===== src/rtl/grom_pkg.sv =====
// Shared constants for the grom system: default bus widths and the
// read-return state encodings used by ram_arbiter.
package grom_pkg;

   localparam int ADDR_W_DEF = 12;
   localparam int DATA_W_DEF = 8;

   localparam logic [1:0] ST_IDLE  = 2'd0;
   localparam logic [1:0] ST_RD_A  = 2'd1;
   localparam logic [1:0] ST_RD_B  = 2'd2;
   localparam logic [1:0] ST_RD_IO = 2'd3;

   typedef enum logic [1:0] {
      S_IDLE  = ST_IDLE,
      S_RD_A  = ST_RD_A,
      S_RD_B  = ST_RD_B,
      S_RD_IO = ST_RD_IO
   } rd_state_t;

endpackage


===== src/rtl/ram_arbiter.sv =====
// Shares the single-port RAM between the CPU (port A) and a secondary master
// (port B), and captures CPU I/O writes into a registered output port.
// Build option ARB_ROUND_ROBIN_EN: round-robin RAM arbitration instead of
// CPU priority with a starvation limit.
//
// state   | meaning
// --------+---------------------------------------------------
// S_IDLE  | no read issued last cycle, rdata = 0
// S_RD_A  | CPU RAM read issued last cycle, return ram_rdata
// S_RD_B  | port B RAM read issued last cycle, return ram_rdata
// S_RD_IO | CPU I/O read issued last cycle, return io_data
module ram_arbiter
   import grom_pkg::*;
#(
   parameter int ADDR_W     = ADDR_W_DEF,
   parameter int DATA_W     = DATA_W_DEF,
   parameter int STARVE_MAX = 4
) (
   input  logic              clk,
   input  logic              reset,
   input  logic              a_req,
   input  logic              a_we,
   input  logic              a_ioreq,
   input  logic [ADDR_W-1:0] a_addr,
   input  logic [DATA_W-1:0] a_wdata,
   output logic              a_gnt,
   output logic              a_stall,
   output logic              a_rvalid,
   input  logic              b_req,
   input  logic              b_we,
   input  logic [ADDR_W-1:0] b_addr,
   input  logic [DATA_W-1:0] b_wdata,
   output logic              b_gnt,
   output logic              b_rvalid,
   output logic [DATA_W-1:0] rdata,
   output logic [ADDR_W-1:0] ram_addr,
   output logic [DATA_W-1:0] ram_wdata,
   output logic              ram_we,
   input  logic [DATA_W-1:0] ram_rdata,
   output logic [DATA_W-1:0] io_data,
   output logic              io_strobe
);

   rd_state_t         state;
   rd_state_t         state_nxt;
   logic [ADDR_W-1:0] addr_hold;
   logic              io_wr;
   logic              io_rd;
   logic              a_mem;
   logic              a_slot;
   logic              b_win;

`ifdef ARB_ROUND_ROBIN_EN
   logic              last_owner;   // 1 = port B won the last contended slot
`else
   logic [3:0]        wait_cnt;
`endif

   // An I/O read also claims the slot: its return shares rdata with RAM reads.
   always_comb begin
      io_wr  = a_req & a_ioreq & a_we;
      io_rd  = a_req & a_ioreq & ~a_we;
      a_mem  = a_req & ~a_ioreq;
      a_slot = a_mem | io_rd;
`ifdef ARB_ROUND_ROBIN_EN
      b_win  = b_req & (~a_slot | ~last_owner);
`else
      b_win  = b_req & (~a_slot | (wait_cnt == 4'(STARVE_MAX)));
`endif
      b_gnt   = b_win & ~reset;
      a_gnt   = a_req & (io_wr | ~b_win) & ~reset;
      a_stall = a_req & ~a_gnt;
   end

   always_comb begin
      ram_addr  = addr_hold;
      ram_wdata = '0;
      ram_we    = 1'b0;
      if (b_gnt) begin
         ram_addr  = b_addr;
         ram_wdata = b_wdata;
         ram_we    = b_we;
      end else if (a_gnt & a_mem) begin
         ram_addr  = a_addr;
         ram_wdata = a_wdata;
         ram_we    = a_we;
      end
   end

   always_comb begin
      state_nxt = S_IDLE;
      if (b_gnt & ~b_we)
         state_nxt = S_RD_B;
      else if (a_gnt & a_mem & ~a_we)
         state_nxt = S_RD_A;
      else if (a_gnt & io_rd)
         state_nxt = S_RD_IO;
   end

   always_comb begin
      case (state)
         S_RD_A, S_RD_B: rdata = ram_rdata;
         S_RD_IO:        rdata = io_data;
         default:        rdata = '0;
      endcase
   end

   always_ff @(posedge clk or posedge reset) begin
      if (reset) begin
         state     <= S_IDLE;
         a_rvalid  <= 1'b0;
         b_rvalid  <= 1'b0;
         addr_hold <= '0;
         io_data   <= '0;
         io_strobe <= 1'b0;
      end else begin
         state     <= state_nxt;
         a_rvalid  <= (state_nxt == S_RD_A) | (state_nxt == S_RD_IO);
         b_rvalid  <= (state_nxt == S_RD_B);
         addr_hold <= ram_addr;
         io_strobe <= io_wr & a_gnt;
         if (io_wr & a_gnt)
            io_data <= a_wdata;
      end
   end

`ifdef ARB_ROUND_ROBIN_EN
   always_ff @(posedge clk or posedge reset) begin
      if (reset)
         last_owner <= 1'b1;
      else if (b_gnt)
         last_owner <= 1'b1;
      else if (a_gnt & a_slot)
         last_owner <= 1'b0;
   end
`else
   always_ff @(posedge clk or posedge reset) begin
      if (reset)
         wait_cnt <= 4'd0;
      else if (~b_req | b_gnt)
         wait_cnt <= 4'd0;
      else if (wait_cnt != 4'(STARVE_MAX))
         wait_cnt <= wait_cnt + 4'd1;
   end
`endif

endmodule

===== config.mk =====
export PLATFORM = sky130hd
export DESIGN_NAME = ram_arbiter
export DESIGN_NICKNAME = d
export VERILOG_FILES = /design/src/rtl/grom_pkg.sv /design/src/rtl/ram_arbiter.sv
export SDC_FILE = /design/constraint.sdc
export NUM_CORES = 1
export LEC_CHECK = 0
export CORE_UTILIZATION = 40
export CTS_BUF_LIST = sky130_fd_sc_hd__clkbuf_4 sky130_fd_sc_hd__clkbuf_8 sky130_fd_sc_hd__clkbuf_16
export DETAILED_ROUTE_END_ITERATION = 16
export PLACE_DENSITY = 0.85
export RECOVER_POWER = 100
export SLEW_MARGIN = 20
export SYNTH_ARGS = -nofsm -noshare
export SYNTH_HDL_FRONTEND = slang
export SYNTH_SLANG_ARGS = --single-unit

===== constraint.sdc =====
create_clock -name clk -period 2.8 [get_ports clk]
set_input_delay 0.56 -clock clk [delete_from_list [all_inputs] [get_ports clk]]
set_output_delay 0.56 -clock clk [all_outputs]
set_load 0.1 [all_outputs]

==> impl_metrics.json, run 1 <==
{
  "final_util_pct": 92.2,
  "r2r_start": "wait_cnt[0]$_DFFE_PP0P_",
  "routedWlPerCell_um": 25.7,
  "post_cts_buffers": 0,
  "avgSynthCellArea_sq_um": 10.1,
  "rrSetupSlack_ns": 0.88,
  "fmax_mhz": 355,
  "cts.sinks": 28,
  "cts_root_buf": "clkbuf_8",
  "critical_path_class": "flop to primary output",
  "die-width_um": 66.1,
  "grt_first_pass_wirelength_mm": 9.98,
  "fin_cells": 327,
  "timing.hold.ws_ns": 0.545,
  "switchingPower_mw": 0.984,
  "die_area_sq_mm": 0.00437,
  "nFillCells": 129,
  "ir_worst_vdd_uv": 540,
  "ys.flop_type": "dfrtp_1",
  "async_flop_share_pct": 100,
  "synthCells": 162,
  "cp-end-kind": "primary output",
  "crit_path_start_kind": "flop",
  "start_util_pct": 43.3,
  "cp_max_fo": 14,
  "ios": 98,
  "power_mw": 1.98,
  "final-setup-viol-count": 2,
  "clkTransAtPathRegs_ns": 0.10,
  "dp_cells": 321,
  "finalNetCount": 339,
  "cp.depth": 8,
  "grt_antenna_before_repair": 0,
  "p_comb_share_pct": 61.0,
  "max_stage_delay_ns": 0.43,
  "hold_buffers": 0,
  "p_per_area_mw_per_mm2": 565,
  "wirelength_mm": 8.42,
  "clkPwrFrac_pct": 13.1,
  "swShare_pct": 49.7,
  "violations": "setup timing",
  "worstSkewPairLatency_ns": 0.28,
  "hold_viol": 0,
  "fin_crit_sh_pct": 101,
  "crit_buf_inv": 4,
  "core_sq_mm": 0.00380,
  "synth_fp_nets": 221,
  "hp-class": "primary input to asynchronous set/reset pin",
  "crit_required_ns": 2.24,
  "p_int_mw": 0.997,
  "layout_setup_ws_ns": -0.0178,
  "std_cell_rows": 22,
  "cp_slowest_cell": "dfrtp_1",
  "crit_arrival_ns": 2.26,
  "crit_top_cell": "buf_4",
  "h-tree-depth": 1,
  "clockBufferDepth": 2,
  "globalplace.congestion": 0.776,
  "grt_pass1_vias": 2033,
  "antenna_cells": 0,
  "ant_nets": 0,
  "finalClockSkew_ns": 0.00240,
  "grt_overflow": 0,
  "final_cell_mix": "clkdlybuf4s50_1 (51), buf_12 (33), dfrtp_1 (28), buf_4 (24), nand3_1 (13)",
  "ys_seq_elements": 28,
  "worstReg2RegEnd": "addr_hold[5]$_DFF_PP0_",
  "drc": 0,
  "p_leak_nw": 1.36,
  "drive_above_1_share_pct": 44.1,
  "yosys.cell_types.count": 37,
  "areaGrowthSynthToFinish_pct": 113,
  "port_buffers": 97,
  "pwr-share-seq_pct": 25.9,
  "dp.final_hpwl_mm": 4.93,
  "status": "finished, violations left",
  "vias": 2143,
  "cts_tree": "built",
  "die_y_um": 66.1,
  "reg2reg_depth": 7,
  "tightest_slew_ns": 1.22,
  "cts_made_buffers": 3,
  "yosys_warnings": 0,
  "viasPerCell": 6.55,
  "period_needed_ns": 2.82,
  "synth_edf_count": 0,
  "drv_slew": 0,
  "dr.pass1.iters": 5,
  "netlist_area_sq_mm": 0.00164,
  "max_slew_margin_pct": 19.0,
  "layout_commonest_cell": "clkdlybuf4s50_1",
  "grtUsageTotal_pct": 31.2,
  "maxCapViolations": 0,
  "grt_max_degree": 30,
  "worstPathCellList": "inv_1 -> ha_4 -> nand3b_4 -> buf_4 -> a2111oi_2 -> buf_4 -> a31oi_4 -> buf_12",
  "drtIter0Drc": 134,
  "critical_path.top_delay_family": "buffers and inverters",
  "synth_seq_area_share_pct": 42.6
}
cell usage after synthesis (2+ instances only):
master      n  area share [%]
nor3_1      3            0.91
and2_1      2            0.76
xnor2_1     2             1.1
o21ai_1     5             1.5
buf_6       2             1.4
a31oi_1    12             4.6
a22oi_1     8             3.7
nor2_1     11             2.5
nand3_1    13             4.0
a22o_1      9             4.8
o21ai_0     7             2.1
buf_2       3            0.91
a2111oi_0  12             6.4
mux2i_1     2             1.2
mux2_2      8             5.5
ha_1        4             3.0
dfrtp_1    28              43
clkbuf_1    5             1.1
inv_1       8             1.8
what timing repair did:
action	4_1_cts	5_1_grt
pin swaps	1	4
gates cloned	0	2
setup endpoints to repair	8	21
resized for setup	18	26
tightest hold or removal path, stage by stage:
cell and delay (ns):
clkbuf_1 0.18, inv_1 0.14, buf_4 0.37
logic make-up (layout without fill, tap and decap cells):
| logic type | after synthesis | after routing | synth area share, % |
|---|---|---|---|
| flip-flops | 28 | 28 | 42.6 |
| AO/OA/AOI/OAI | 59 | 59 | 26.3 |
| adder cells (fa/ha/maj) | 4 | 4 | 3.04 |
| AND/OR/NAND/NOR | 38 | 40 | 14.1 |
| multiplexers | 10 | 10 | 6.70 |
| buffers and inverters | 21 | 136 | 6.16 |
| XOR/XNOR | 2 | 2 | 1.07 |
stage by stage:
stage | setup slack, ns | cell area, sq um | setup TNS (ns)
final | -0.0178 | 3500 | -0.0233
after global routing | -0.0749 | 3500 | -0.424
after CTS | -0.00487 | 3430 | -0.00853
after detailed placement | -0.0456 | 3310 | -0.145
after global placement | 0.00557 | 3310 | 0
after floorplan | -0.480 | 1840 | -1.73
registers in the layout (all words and copies together), names as in the netlist:
register / count
io_strobe: 1
wait_cnt: 4
state: 1
a_rvalid: 1
b_rvalid: 1
addr_hold: 12
io_data: 8
cell type report:
cell class              count  area, sq um  area share, %
clock buffers               4         55.1           1.57
repair buffers            123         1430           40.9
multi-input cells         115         1220           34.8
flip-flops and latches     28          701           20.0
well taps                  48         60.1           1.71
inverters                   9         36.3           1.04
layer usage:
layer	share of wire [%]	global-route usage, %	vias up
met1	35	32.7	1049
met3	11	7.07	39
met5	0	0	-
li1	-	-	866
met2	50	59.2	189
met4	4.1	12.2	0
worst max-delay path by stage:
stage	start	end	slack (ns)
after CTS	a_ioreq	ram_we	-0.005
after detailed placement	a_ioreq	ram_addr[11]	-0.05
final	wait_cnt[0]$_DFFE_PP0P_	ram_addr[5]	-0.02
after global placement	a_ioreq	ram_addr[0]	0.006
after floorplan	wait_cnt[0]$_DFFE_PP0P_	ram_addr[0]	-0.48
after global routing	wait_cnt[0]$_DFFE_PP0P_	ram_addr[5]	-0.07
power groups by stage:
stage | Sequential [mW] | Combinational (mW) | Clock (mW)
2_1_floorplan | 0.699 | 0.543 | 0
3_3_place_gp | 0.504 | 1.14 | 0
3_5_place_dp | 0.512 | 1.16 | 0
4_1_cts | 0.503 | 1.18 | 0.261
5_1_grt | 0.516 | 1.24 | 0.280
6_report | 0.512 | 1.21 | 0.260
Note: power is estimated with default switching activity, not from simulation.
==> inputs of run 2 (changes only) <==
REMOVE_ABC_BUFFERS = 1   (was not set)
==> run 2 against run 1 <==
Sequential power shrank 1%. Critical path type is now primary input to primary output. The run now ends clean. First-iteration DRC count shrank 11%. Maximum frequency grew 1.5%. Clock power is essentially flat. Global-route usage shrank 3.1 points. Utilization shrank 5.2 points.
==> impl_metrics.json, run 2 (same netlist as run 1, synthesis figures left out) <==
{
  "crit_arrival_ns": 2.22,
  "crit_path_start_kind": "primary input",
  "power_mw": 1.90,
  "wirelength_mm": 6.97,
  "p_leak_nw": 1.29,
  "hold_buffers": 0,
  "grt_antenna_before_repair": 0,
  "die-width_um": 66.1,
  "cp_max_fo": 13,
  "layout_setup_ws_ns": 0.0237,
  "std_cell_rows": 22,
  "hold_viol": 0,
  "drtIter0Drc": 119,
  "cts.sinks": 28,
  "clockBufferDepth": 2,
  "drive_above_1_share_pct": 34.8,
  "placed_area_sq_mm": 0.00300,
  "crit_required_ns": 2.24,
  "start_util_pct": 43.3,
  "grt_first_pass_wirelength_mm": 9.20,
  "p_per_area_mw_per_mm2": 574,
  "pre_cts_ws_ns": -0.103,
  "critical_path_class": "primary input to primary output",
  "final-setup-viol-count": 0,
  "ant_nets": 0,
  "dp.final_hpwl_mm": 4.28,
  "grtUsageTotal_pct": 28.0,
  "finalClockSkew_ns": 0.00335,
  "drv_slew": 0,
  "finalNetCount": 330,
  "dr.pass1.iters": 4,
  "final_cell_area_sq_mm": 0.00330,
  "regMostFlops": "addr_hold",
  "port_buffers": 97,
  "core_sq_mm": 0.00380,
  "final_util_pct": 87.0,
  "areaGrowthSynthToFinish_pct": 101,
  "ios": 98,
  "maxCapViolations": 0,
  "cts_tree": "built",
  "cts_made_buffers": 3,
  "fmax_mhz": 360,
  "largestRegisters": "addr_hold (12), io_data (8), wait_cnt (4)",
  "largest_reg_flops": 12,
  "tns_ns": 0,
  "grt_max_degree": 30,
  "layout_commonest_cell": "clkdlybuf4s50_1",
  "cts_root_buf": "clkbuf_8",
  "grt_overflow": 0,
  "die_area_sq_mm": 0.00437,
  "worstSkewPairLatency_ns": 0.29,
  "die_y_um": 66.1,
  "clkTransAtPathRegs_ns": 0.09,
  "grt_pass1_vias": 1804,
  "ir_worst_vdd_uv": 601,
  "max_slew_margin_pct": 20.8,
  "routedWlPerCell_um": 21.9,
  "antenna_cells": 0,
  "cp-end-kind": "primary output",
  "period_needed_ns": 2.78,
  "hp-class": "flop to flop",
  "viasPerCell": 6.30,
  "status": "finished clean",
  "vias": 2003,
  "fin_crit_sh_pct": 99.2,
  "tightest_slew_ns": 1.19,
  "globalplace.congestion": 0.788,
  "drc": 0,
  "h-tree-depth": 1,
  "final_cell_mix": "clkdlybuf4s50_1 (51), buf_12 (32), dfrtp_1 (28), nand3_1 (14)",
  "min_path_cells": 1,
  "reg2reg_depth": 6
}
## run 2: final timing paths
kind | to | slack [ns] | from
max reg2reg | wait_cnt[2]$_DFFE_PP0P_ | 0.90 | wait_cnt[0]$_DFFE_PP0P_
min reg2reg | io_data[0]$_DFFE_PP0P_ | 0.55 | io_data[0]$_DFFE_PP0P_
max in group asynchronous | addr_hold[6]$_DFF_PP0_ | 1.92 | reset
max | ram_addr[6] | 0.02 | a_we
min | io_data[0]$_DFFE_PP0P_ | 0.55 | io_data[0]$_DFFE_PP0P_
min in group asynchronous | addr_hold[1]$_DFF_PP0_ | 0.61 | reset
## run 2: layout make-up
type,count,area (sq um)
inverters,9,36.3
fillers,184,494
multi-input cells,116,1110
flip-flops and latches,28,701
clock buffers,4,55.1
repair buffers,113,1350
well taps,48,60.1
## run 2: stage by stage
stage / hold slack [ns] / std cells
after floorplan: 0.590 / 150
after global placement: 0.521 / 308
after detailed placement: 0.531 / 308
after CTS: 0.553 / 313
after global routing: 0.575 / 318
final: 0.546 / 318
## run 2: what timing repair did
item,4_1_cts,5_1_grt
cloned,1,3
buffers inserted,0,2
setup endpoints to repair,20,21
resized for setup,5,53
pin swaps,2,3
## run 2: layer usage
| metal | part of all wire [%] | global-route usage, % |
|---|---|---|
| met1 | 36 | 34.6 |
| met2 | 50 | 46.6 |
| met3 | 11 | 7.41 |
| met4 | 2.5 | 10.6 |
| met5 | 0 | 0 |
## run 2: worst max-delay path, stage by stage
cell and delay, ns:
clkdlybuf4s50_1 0.53, a21boi_2 0.11, buf_6 0.19, a2111oi_2 0.54
a31oi_4 0.08, buf_12 0.19
## run 2: where the power goes
group,internal (mW),switching [mW],total [mW]
Combinational,0.365,0.767,1.13
Sequential,0.467,0.0394,0.506
Clock,0.126,0.132,0.258
==> inputs of run 3 (changes only) <==
ABC_AREA = 1   (was not set)
CORE_UTILIZATION = 41   (was 40)
CTS_BUF_LIST = not set   (was sky130_fd_sc_hd__clkbuf_4 sky130_fd_sc_hd__clkbuf_8 sky130_fd_sc_hd__clkbuf_16)
==> run 3 against run 2 <==
The run now ends with capacitance limit, slew limit left. Combinational power is essentially flat. Largest power group unchanged. Utilization decreased by 5.0 points. First-iteration DRC count fell by 51%. Worst hold slack lost 0.015 ns. Power is 3.0% higher. Worst setup slack gained 0.049 ns. Largest cell class unchanged. Wire length shrank 20%.
==> impl_metrics.json, run 3 <==
{
  "cp-end-kind": "primary output",
  "core_sq_mm": 0.00403,
  "synthCells": 233,
  "p_leak_nw": 1.58,
  "grt_max_degree": 29,
  "ios": 98,
  "critical_path_class": "primary input to primary output",
  "largestRegisters": "addr_hold (12), io_data (8), wait_cnt (4)",
  "die-width_um": 66.8,
  "crit_top_cell": "nand3_4",
  "holdCritStartpoint": "io_data[1]$_DFFE_PP0P_",
  "routedWlPerCell_um": 14.3,
  "rrSetupSlack_ns": 1.09,
  "grt_first_pass_wirelength_mm": 8.18,
  "vias": 1955,
  "ant_nets": 0,
  "p_comb_share_pct": 57.6,
  "violations": "capacitance limit, slew limit",
  "yosys.area.top_type_share_pct": 40.7,
  "die_area_sq_mm": 0.00446,
  "switchingPower_mw": 0.924,
  "min_path_cells": 2,
  "yosys_warnings": 0,
  "ys.flop_type": "dfrtp_1",
  "regMostFlops": "addr_hold",
  "drtIter0Drc": 58,
  "max_stage_delay_ns": 0.45,
  "crit_path_start_kind": "primary input",
  "final_cell_mix": "nand2_1 (67), clkdlybuf4s50_1 (51), inv_1 (42), buf_12 (32), dfrtp_1 (28)",
  "maxCapViolations": 1,
  "drc": 0,
  "tightest_slew_ns": 1.50,
  "timing.hold.ws_ns": 0.530,
  "ys_seq_elements": 28,
  "drv_slew": 28,
  "worstPathCellList": "clkdlybuf4s50_1 -> a21oi_2 -> nand2_4 -> nand3_4 -> buf_4 -> nand3_4 -> o21ai_2 -> buf_12",
  "cp_slowest_cell": "clkdlybuf4s50_1",
  "netlist_area_sq_mm": 0.00172,
  "start_util_pct": 42.7,
  "std_cell_rows": 23,
  "power_mw": 1.95,
  "hold_viol": 0,
  "globalplace.congestion": 0.836,
  "h-tree-depth": 1,
  "hold_buffers": 0,
  "ys_top_cells_by_count": "nand2_1 (73), inv_1 (43), dfrtp_1 (28)",
  "async_flop_share_pct": 100,
  "wirelength_mm": 5.58,
  "finalClockSkew_ns": 0.00978,
  "status": "finished, violations left",
  "cp_max_fo": 6,
  "layout_commonest_cell": "nand2_1",
  "swShare_pct": 47.3,
  "placed_area_sq_mm": 0.00305,
  "grt_antenna_before_repair": 0,
  "dp.final_hpwl_mm": 3.78,
  "synthTopCellsByArea": "dfrtp_1 (41%), nand2_1 (16%), inv_1 (9.4%)",
  "worstReg2RegEnd": "addr_hold[8]$_DFF_PP0_",
  "antenna_cells": 0,
  "cts.sinks": 28,
  "final_util_pct": 82.0,
  "post-synth-top-count-cell": "nand2_1",
  "die_y_um": 66.8,
  "synth_top_area_cell": "dfrtp_1",
  "dr.pass1.iters": 4,
  "drive_above_1_share_pct": 25.8,
  "cp.depth": 8,
  "ir_worst_vdd_uv": 386,
  "timing.hold.worst_endpoint": "io_data[1]$_DFFE_PP0P_",
  "pwr-share-seq_pct": 25.8,
  "p_int_mw": 1.03,
  "r2r_start": "wait_cnt[0]$_DFFE_PP0P_",
  "critical_path.top_delay_family": "buffers and inverters",
  "p_per_area_mw_per_mm2": 591,
  "crit_required_ns": 2.24,
  "viasPerCell": 5.00,
  "fin_crit_sh_pct": 97.4,
  "fmax_mhz": 367,
  "period_needed_ns": 2.73,
  "areaGrowthSynthToFinish_pct": 91.9,
  "final_cell_area_sq_mm": 0.00330,
  "clkTransAtPathRegs_ns": 0.09,
  "avgSynthCellArea_sq_um": 7.39,
  "crit_buf_inv": 3,
  "cts_made_buffers": 3,
  "yosys.cell_types.count": 25,
  "largest_reg_flops": 12,
  "max_slew_margin_pct": -0.142,
  "clockBufferDepth": 2,
  "final-setup-viol-count": 0,
  "synth_edf_count": 0,
  "cts_root_buf": "clkbuf_8",
  "hp-class": "flop to flop",
  "port_buffers": 97,
  "cts_tree": "built",
  "finalNetCount": 401,
  "grt_overflow": 0,
  "synth_seq_area_share_pct": 40.7,
  "worstSkewPairLatency_ns": 0.29,
  "crit_arrival_ns": 2.17,
  "grtUsageTotal_pct": 24.4,
  "reg2reg_depth": 9,
  "grt_pass1_vias": 1887,
  "clkPwrFrac_pct": 16.6
}
## run 3: logic make-up after synthesis
| kind of cell | share of synthesized area [%] |
|---|---|
| simple gates | 32.4 |
| buf+inv | 14.0 |
| compound gates | 9.01 |
| flops | 40.7 |
| fa+ha+maj | 2.91 |
| xor+xnor | 1.02 |
## run 3: layer usage
layer	share of wire [%]	global-route usage, %
met3	6.9	5.31
met5	0	0
met1	36	24.5
met2	55	48.6
met4	1.9	7.18
## run 3: worst max path at each step
stage,to,startpoint,slack [ns]
2_1_floorplan,ram_wdata[0],reset,-0.87
3_3_place_gp,ram_we,a_req,0.07
3_5_place_dp,ram_wdata[3],a_req,0.02
4_1_cts,ram_wdata[3],a_req,0.006
5_1_grt,a_stall,wait_cnt[0]$_DFFE_PP0P_,-0.02
6_report,ram_wdata[6],a_we,0.07
## run 3: worst min-delay path, stage by stage, from the launching register on
cell	delay, ns
dfrtp_1	0.38
nand2_1	0.06
o21ai_1	0.06
## run 3: cell type report
type                    instances  area (sq um)
clock buffers                   3          41.3
clock inverters                 1          30.0
fillers                       239           726
inverters                      44           166
multi-input cells             152           877
flip-flops and latches         28           701
well taps                      50          62.6
repair buffers                113          1430
## run 3: metrics by stage
stage | instances | worst slack (ns) | setup TNS, ns
floorplan | 221 | -0.865 | -24.62
global placement | 378 | 0.0685 | 0
detailed placement | 378 | 0.0163 | 0
CTS | 382 | 0.00557 | 0
global route | 391 | -0.0150 | -0.0150
finish | 391 | 0.0727 | 0
## run 3: what timing repair did
item,in CTS,in global routing
endpoints found under the setup margin,0,22
setup buffers,0,5
resized for setup,0,28
## run 3: power groups by stage
stage	clock network, mW	registers (mW)	logic [mW]
global placement	0	0.508	1.07
CTS	0.323	0.503	1.09
global route	0.344	0.512	1.18
detailed placement	0	0.512	1.08
floorplan	0	0.675	0.519
finish	0.324	0.504	1.13
